===== config.mk =====
export PLATFORM = sky130hd
export DESIGN_NAME = ysyx_23060061_lsu
export DESIGN_NICKNAME = d
export VERILOG_FILES = /design/src/rtl/ysyx_23060061_lsu.sv
export SDC_FILE = /design/constraint.sdc
export NUM_CORES = 1
export LEC_CHECK = 0
export CAP_MARGIN = 25
export CORE_UTILIZATION = 45
export CTS_BUF_LIST = sky130_fd_sc_hd__clkbuf_8
export CTS_CLUSTER_DIAMETER = 50
export DETAILED_ROUTE_END_ITERATION = 8
export MAX_ROUTING_LAYER = met4
export PLACE_DENSITY = 0.93
export SLEW_MARGIN = 20
export SYNTH_ARGS = -nofsm -noshare
export SYNTH_HDL_FRONTEND = slang
export SYNTH_SLANG_ARGS = --single-unit

===== constraint.sdc =====
create_clock -name clk -period 2.44 [get_ports clk]
set_input_delay 0.366 -clock clk [delete_from_list [all_inputs] [get_ports clk]]
set_output_delay 0.366 -clock clk [all_outputs]
set_load 0.005 [all_outputs]

===== src/rtl/ysyx_23060061_lsu.sv =====
// Load/store unit: one byte/half/word access per op over a valid/ready memory bus.
// Optional WAIT-state abort is enabled by defining YSYX_23060061_LSU_TIMEOUT_EN.
module ysyx_23060061_lsu #(
  parameter int XLEN    = 32,
  parameter int TIMEOUT = 255
) (
  input  logic            clk,
  input  logic            rst_n,
  input  logic            in_valid,
  output logic            in_ready,
  input  logic [XLEN-1:0] in_addr,
  input  logic [XLEN-1:0] in_wdata,
  input  logic            in_is_load,
  input  logic            in_is_store,
  input  logic [2:0]      in_funct3,
  output logic            out_valid,
  input  logic            out_ready,
  output logic [XLEN-1:0] out_data,
  output logic            out_err,
  output logic            mem_req_valid,
  input  logic            mem_req_ready,
  output logic [XLEN-1:0] mem_req_addr,
  output logic            mem_req_wen,
  output logic [XLEN-1:0] mem_req_wdata,
  output logic [3:0]      mem_req_wmask,
  input  logic            mem_resp_valid,
  output logic            mem_resp_ready,
  input  logic [XLEN-1:0] mem_resp_data
);

  // state  | meaning
  // IDLE   | ready to accept an op
  // REQ    | memory request presented, waiting for mem_req_ready
  // WAIT   | waiting for read data / write ack
  // DONE   | result presented to writeback
  typedef enum logic [1:0] {S_IDLE, S_REQ, S_WAIT, S_DONE} state_e;

  state_e          state_q, state_d;
  logic [2:0]      funct3_q, funct3_d;
  logic [1:0]      off_q, off_d;
  logic [XLEN-1:0] out_data_q, out_data_d;
  logic            out_err_q, out_err_d;
  logic [XLEN-1:0] req_addr_q, req_addr_d;
  logic [XLEN-1:0] req_wdata_q, req_wdata_d;
  logic [3:0]      req_wmask_q, req_wmask_d;
  logic            req_wen_q, req_wen_d;

  logic            is_mem, f3_ok, misalign, timeout;
  logic [XLEN-1:0] st_wdata, shifted, load_val;
  logic [3:0]      st_wmask;

  assign is_mem   = in_is_load || in_is_store;
  assign misalign = ((in_funct3[1:0] == 2'b01) && in_addr[0]) ||
                    ((in_funct3[1:0] == 2'b10) && (in_addr[1:0] != 2'b00));

  always_comb begin
    f3_ok = 1'b0;
    if (in_is_store) f3_ok = (in_funct3 == 3'b000) || (in_funct3 == 3'b001) || (in_funct3 == 3'b010);
    else             f3_ok = (in_funct3 == 3'b000) || (in_funct3 == 3'b001) || (in_funct3 == 3'b010) ||
                             (in_funct3 == 3'b100) || (in_funct3 == 3'b101);
  end

  // Replicate store data across lanes so the mask alone selects the bytes written.
  always_comb begin
    st_wdata = in_wdata;
    st_wmask = 4'b1111;
    case (in_funct3[1:0])
      2'b00: begin
        st_wdata = {4{in_wdata[7:0]}};
        st_wmask = 4'b0001 << in_addr[1:0];
      end
      2'b01: begin
        st_wdata = {2{in_wdata[15:0]}};
        st_wmask = 4'b0011 << in_addr[1:0];
      end
      default: ;
    endcase
  end

  assign shifted = mem_resp_data >> {off_q, 3'b000};

  always_comb begin
    case (funct3_q)
      3'b000:  load_val = {{24{shifted[7]}}, shifted[7:0]};
      3'b100:  load_val = {24'b0, shifted[7:0]};
      3'b001:  load_val = {{16{shifted[15]}}, shifted[15:0]};
      3'b101:  load_val = {16'b0, shifted[15:0]};
      default: load_val = shifted;
    endcase
  end

`ifdef YSYX_23060061_LSU_TIMEOUT_EN
  localparam int CW = (TIMEOUT > 255) ? $clog2(TIMEOUT + 1) : 8;
  logic [CW-1:0] wait_cnt_q, wait_cnt_d;

  // Counter sits at zero outside WAIT, so it is cleared on every WAIT entry.
  assign wait_cnt_d = (state_q == S_WAIT) ? wait_cnt_q + CW'(1) : '0;
  assign timeout    = (state_q == S_WAIT) && (wait_cnt_q == CW'(TIMEOUT - 1));

  always_ff @(posedge clk or negedge rst_n) begin
    if (!rst_n) wait_cnt_q <= '0;
    else        wait_cnt_q <= wait_cnt_d;
  end
`else
  logic unused_timeout;
  assign unused_timeout = (TIMEOUT != 0);
  assign timeout        = 1'b0;
`endif

  always_comb begin
    state_d     = state_q;
    funct3_d    = funct3_q;
    off_d       = off_q;
    out_data_d  = out_data_q;
    out_err_d   = out_err_q;
    req_addr_d  = req_addr_q;
    req_wdata_d = req_wdata_q;
    req_wmask_d = req_wmask_q;
    req_wen_d   = req_wen_q;
    unique case (state_q)
      S_IDLE: begin
        if (in_valid) begin
          funct3_d   = in_funct3;
          off_d      = in_addr[1:0];
          out_data_d = '0;
          out_err_d  = 1'b0;
          if (!is_mem) begin
            out_data_d = in_addr;
            state_d    = S_DONE;
          end else if (!f3_ok || misalign) begin
            out_err_d = 1'b1;
            state_d   = S_DONE;
          end else begin
            req_addr_d  = {in_addr[XLEN-1:2], 2'b00};
            req_wen_d   = in_is_store;
            req_wdata_d = in_is_store ? st_wdata : '0;
            req_wmask_d = in_is_store ? st_wmask : 4'b0000;
            state_d     = S_REQ;
          end
        end
      end
      S_REQ: begin
        if (mem_req_ready) state_d = S_WAIT;
      end
      S_WAIT: begin
        if (mem_resp_valid) begin
          out_data_d = req_wen_q ? '0 : load_val;
          out_err_d  = 1'b0;
          state_d    = S_DONE;
        end else if (timeout) begin
          out_data_d = '0;
          out_err_d  = 1'b1;
          state_d    = S_DONE;
        end
      end
      S_DONE: begin
        if (out_ready) state_d = S_IDLE;
      end
      default: state_d = S_IDLE;
    endcase
  end

  always_ff @(posedge clk or negedge rst_n) begin
    if (!rst_n) begin
      state_q     <= S_IDLE;
      funct3_q    <= '0;
      off_q       <= '0;
      out_data_q  <= '0;
      out_err_q   <= 1'b0;
      req_addr_q  <= '0;
      req_wdata_q <= '0;
      req_wmask_q <= '0;
      req_wen_q   <= 1'b0;
    end else begin
      state_q     <= state_d;
      funct3_q    <= funct3_d;
      off_q       <= off_d;
      out_data_q  <= out_data_d;
      out_err_q   <= out_err_d;
      req_addr_q  <= req_addr_d;
      req_wdata_q <= req_wdata_d;
      req_wmask_q <= req_wmask_d;
      req_wen_q   <= req_wen_d;
    end
  end

  assign in_ready       = (state_q == S_IDLE);
  assign out_valid      = (state_q == S_DONE);
  assign out_data       = out_data_q;
  assign out_err        = out_err_q;
  assign mem_req_valid  = (state_q == S_REQ);
  assign mem_req_addr   = req_addr_q;
  assign mem_req_wen    = req_wen_q;
  assign mem_req_wdata  = req_wdata_q;
  assign mem_req_wmask  = req_wmask_q;
  assign mem_resp_ready = (state_q == S_WAIT);

endmodule


==> summary.txt <==
Run status
  • Status: complete, no violations

Detailed routing
  • DR top layer: met4
  • Antenna Violating Nets Remaining: 0
  • Metal-1 WL: approximately 6800 um
  • Met3 Routed Length: ~930 um
  • Iteration-0 DRC Markers: approximately 370
  • Vias: 4792
  • Router iterations before antenna repair: 5
  • Post-route DRC: 0
  • Via/cell ratio: between 5 and 6
  • Wire length per cell: between 15 and 20 um
  • Final wirelength: 16500 um
  • Wire length on met2: between 8000 and 9000 um

Synth
  • Commonest cells post-synth: dfrtp_1 (107), nand2_1 (54), mux2_2 (46)
  • Most frequent cell after synthesis: dfrtp_1
  • Synth area leader: dfrtp_1
  • Synth Cell Area: between 5000 and 6000 um^2
  • Synth async-reset ratio: between 90% and 100%
  • Synth top area cells: dfrtp_1 (51%), mux2_2 (9.8%), mux2i_1 (6.1%), nand2_1 (3.8%), o21ai_0 (3.5%)
  • Mapped Avg Cell Area: approximately 11 um^2
  • Library cells used by synthesis: 37
  • EDFF count, synth: 0
  • #FFs+latches synth: 107
  • Share of the synthesized area in the top cell type: 50.6%
  • YS warnings: 0
  • Cells after synthesis: approximately 480
  • Sequential share of the synthesized area: around 51%
  • Main synth FF type: dfrtp_1

Setup path
  • Worst Path Required: 2.76 ns
  • Crit Path Category: reg -> reg
  • FF-to-FF setup slack: between 0.15 and 0.2 ns
  • Worst R2R Start: state_q[0]$_DFFE_PN0P_
  • Last element of the critical path: out_data[24]$_DFFE_PN0P_
  • Cells on worst reg2reg path: 6
  • Critical Path Start: state_q[0]$_DFFE_PN0P_
  • Critical Path Start Type: flip-flop
  • RR Endpoint: out_data[24]$_DFFE_PN0P_
  • CP Data Arrival Time: around 2.6 ns
  • Crit-path max FO: 16
  • Crit. End Element: flip-flop

Clock tree
  • Root Driver: clkbuf_8
  • Total CTS buffers: 9
  • H-tree Lvls: 3
  • Longest Clk Path Bufs: 2
  • Clock slew at reported path FFs: approximately 0.1 ns
  • Worst-Skew Late Latency: about 0.37 ns
  • Clock sink count: 107
  • CTS resizes: 0
  • CTS tree: yes

Placed design
  • RePlAce Congestion: between 0.9 and 1
  • Area after DPL: ~7600 um^2
  • Input/output buffers: 210
  • Detailed Place HPWL: 12500 um

Timing
  • RSZ-0062 raised after global routing: false
  • Tcrit/Tclk final: about 93%
  • Setup TNS: 0 ns
  • Min Tclk post-route: roughly 2.3 ns
  • Count of pins over their slew limit: 0
  • Fmax: approximately 0.44 GHz
  • Final hold vios: 0
  • Slew HR: 37.4%
  • Slew of the pin with the lowest slew margin: between 0.9 and 1 ns
  • Final Setup Violations: 0
  • Clk_skew: around 0.012 ns

Die
  • Core area: between 10000 and 15000 um^2
  • Io pins: around 210
  • # rows: 39
  • Die area: approximately 12000 um^2
  • DIE WIDTH: between 100 and 150 um
  • Starting Density: a little under half
  • Die height: between 100 and 150 um

Layout
  • Diodes inserted: 0
  • Layout fillers: about 830
  • Post-layout net count: just under 800
  • Layout cells sized above 1: a little over an eighth
  • Final instance area: between 7000 and 8000 um^2
  • Area grow syn2layout: 47.7%

Power
  • Pwr/cell area: between 1000 and 1500 nW/um^2
  • Leak: 3.43 nW
  • VDD IR max: ~0.98 mV

GRT
  • Initial antenna violation count: 0
  • Vias in the first global route: just under 5000
  • Global-route wire length before repair: between 20000 and 30000 um
  • Gr ovfl total: 0
  • Largest net degree at the start of global routing: 65
  • GRT Util Overall: approximately 28%

Job
  • # Max-Cap Violations: 0

Worst hold path
  • Hold Path Class: in -> async
==> area by class of cell <==
class / count / area [um^2] / share of cell area (%)
multi-input combinational: 329 / 2440 / 31.2
clock inverter: 5 / 60.1 / 0.768
tap: 143 / 179 / 2.29
timing repair buffer: 228 / 2290 / 29.3
inverter: 6 / 22.5 / 0.288
clock buffer: 11 / 151 / 1.94
sequential: 107 / 2680 / 34.3
==> layout by cell type (no fill, tap or decap), drive strengths merged, types with 3 or more instances in the layout <==
cell and n:
a211o 17, a211oi 7, a21oi 13, a22o 9, a22oi 16, a32oi 8, buf 18, clkbuf 11
clkdlybuf4s50 209, dfrtp 107, ha 4, inv 7, mux2 46, mux2i 32, mux4 8, nand2 54
nand4 3, nor2 43, nor2b 6, o21ai 37, o221ai 7
==> power by group <==
group          internal [W]  switching, W  leakage (nW)
sequential          0.00258      0.000521          1.37
clock              0.000535      0.000606         0.106
combinational       0.00256       0.00182          1.95
==> metrics by stage <==
stage | hold slack (ns) | std cells | util (%) | total power, W | setup slack [ns]
floorplan | 0.0704 | 479 | - | 0.00503 | 0.491
global placement | 0.327 | 812 | 66.5 | 0.00726 | 0.0984
detailed placement | 0.331 | 812 | 66.5 | 0.00746 | 0.0721
CTS | 0.492 | 829 | 68.4 | 0.00864 | 0.202
global route | 0.497 | 829 | 68.4 | 0.00916 | 0.0366
finish | 0.486 | 829 | 68.4 | 0.00863 | 0.160
==> what timing repair did <==
action	4_1_cts	5_1_grt
setup buffers	0	0
hold endpoints to repair	31	0
hold buffers	1	0
==> kinds of logic after synthesis <==
logic type / synth area share [%]
AOI/OAI and AO/OA: 16.1
adders and majority gates: 0.946
buffers and inverters: 3.92
DFF: 50.6
muxes: 19.2
other: 0.0709
and+or+nand+nor: 9.13
==> registers in the layout, summed over array words and instances (netlist names) <==
name,cells
out_err,1
off_q,2
out_data,32
state_q,2
mem_req_wmask,4
mem_req_wen,1
mem_req_wdata,32
mem_req_addr,30
funct3_q,3
==> critical path, stage by stage (launching register included) <==
cell      delay, ns
dfrtp_1        0.43
inv_1          0.11
ha_1           0.33
nor4bb_4       0.87
a32oi_1        0.26
nor2_1         0.13
a211o_1        0.10
==> worst min path at each step <==
stage | from | endpoint | slack (ns) | cells after the start
final | rst_n | mem_req_addr[5]$_DFFE_PN0P_ | 0.49 | 2
after global routing | mem_req_wdata[29]$_DFFE_PN0P_ | mem_req_wdata[29]$_DFFE_PN0P_ | 0.50 | 2
after CTS | mem_req_wdata[25]$_DFFE_PN0P_ | mem_req_wdata[25]$_DFFE_PN0P_ | 0.49 | 2
after detailed placement | rst_n | state_q[1]$_DFFE_PN0P_ | 0.33 | 1
after global placement | rst_n | state_q[1]$_DFFE_PN0P_ | 0.33 | 1
after floorplan | rst_n | funct3_q[0]$_DFFE_PN0P_ | 0.07 | 0
==> routing by layer <==
| layer | track usage (%) | up-vias |
|---|---|---|
| met5 | - | - |
| met4 | 12.8 | 0 |
| met3 | 4.01 | 45 |
| met2 | 45.7 | 209 |
| met1 | 35.8 | 2389 |
| li1 | - | 2149 |
(Power assumes the default switching activity.)
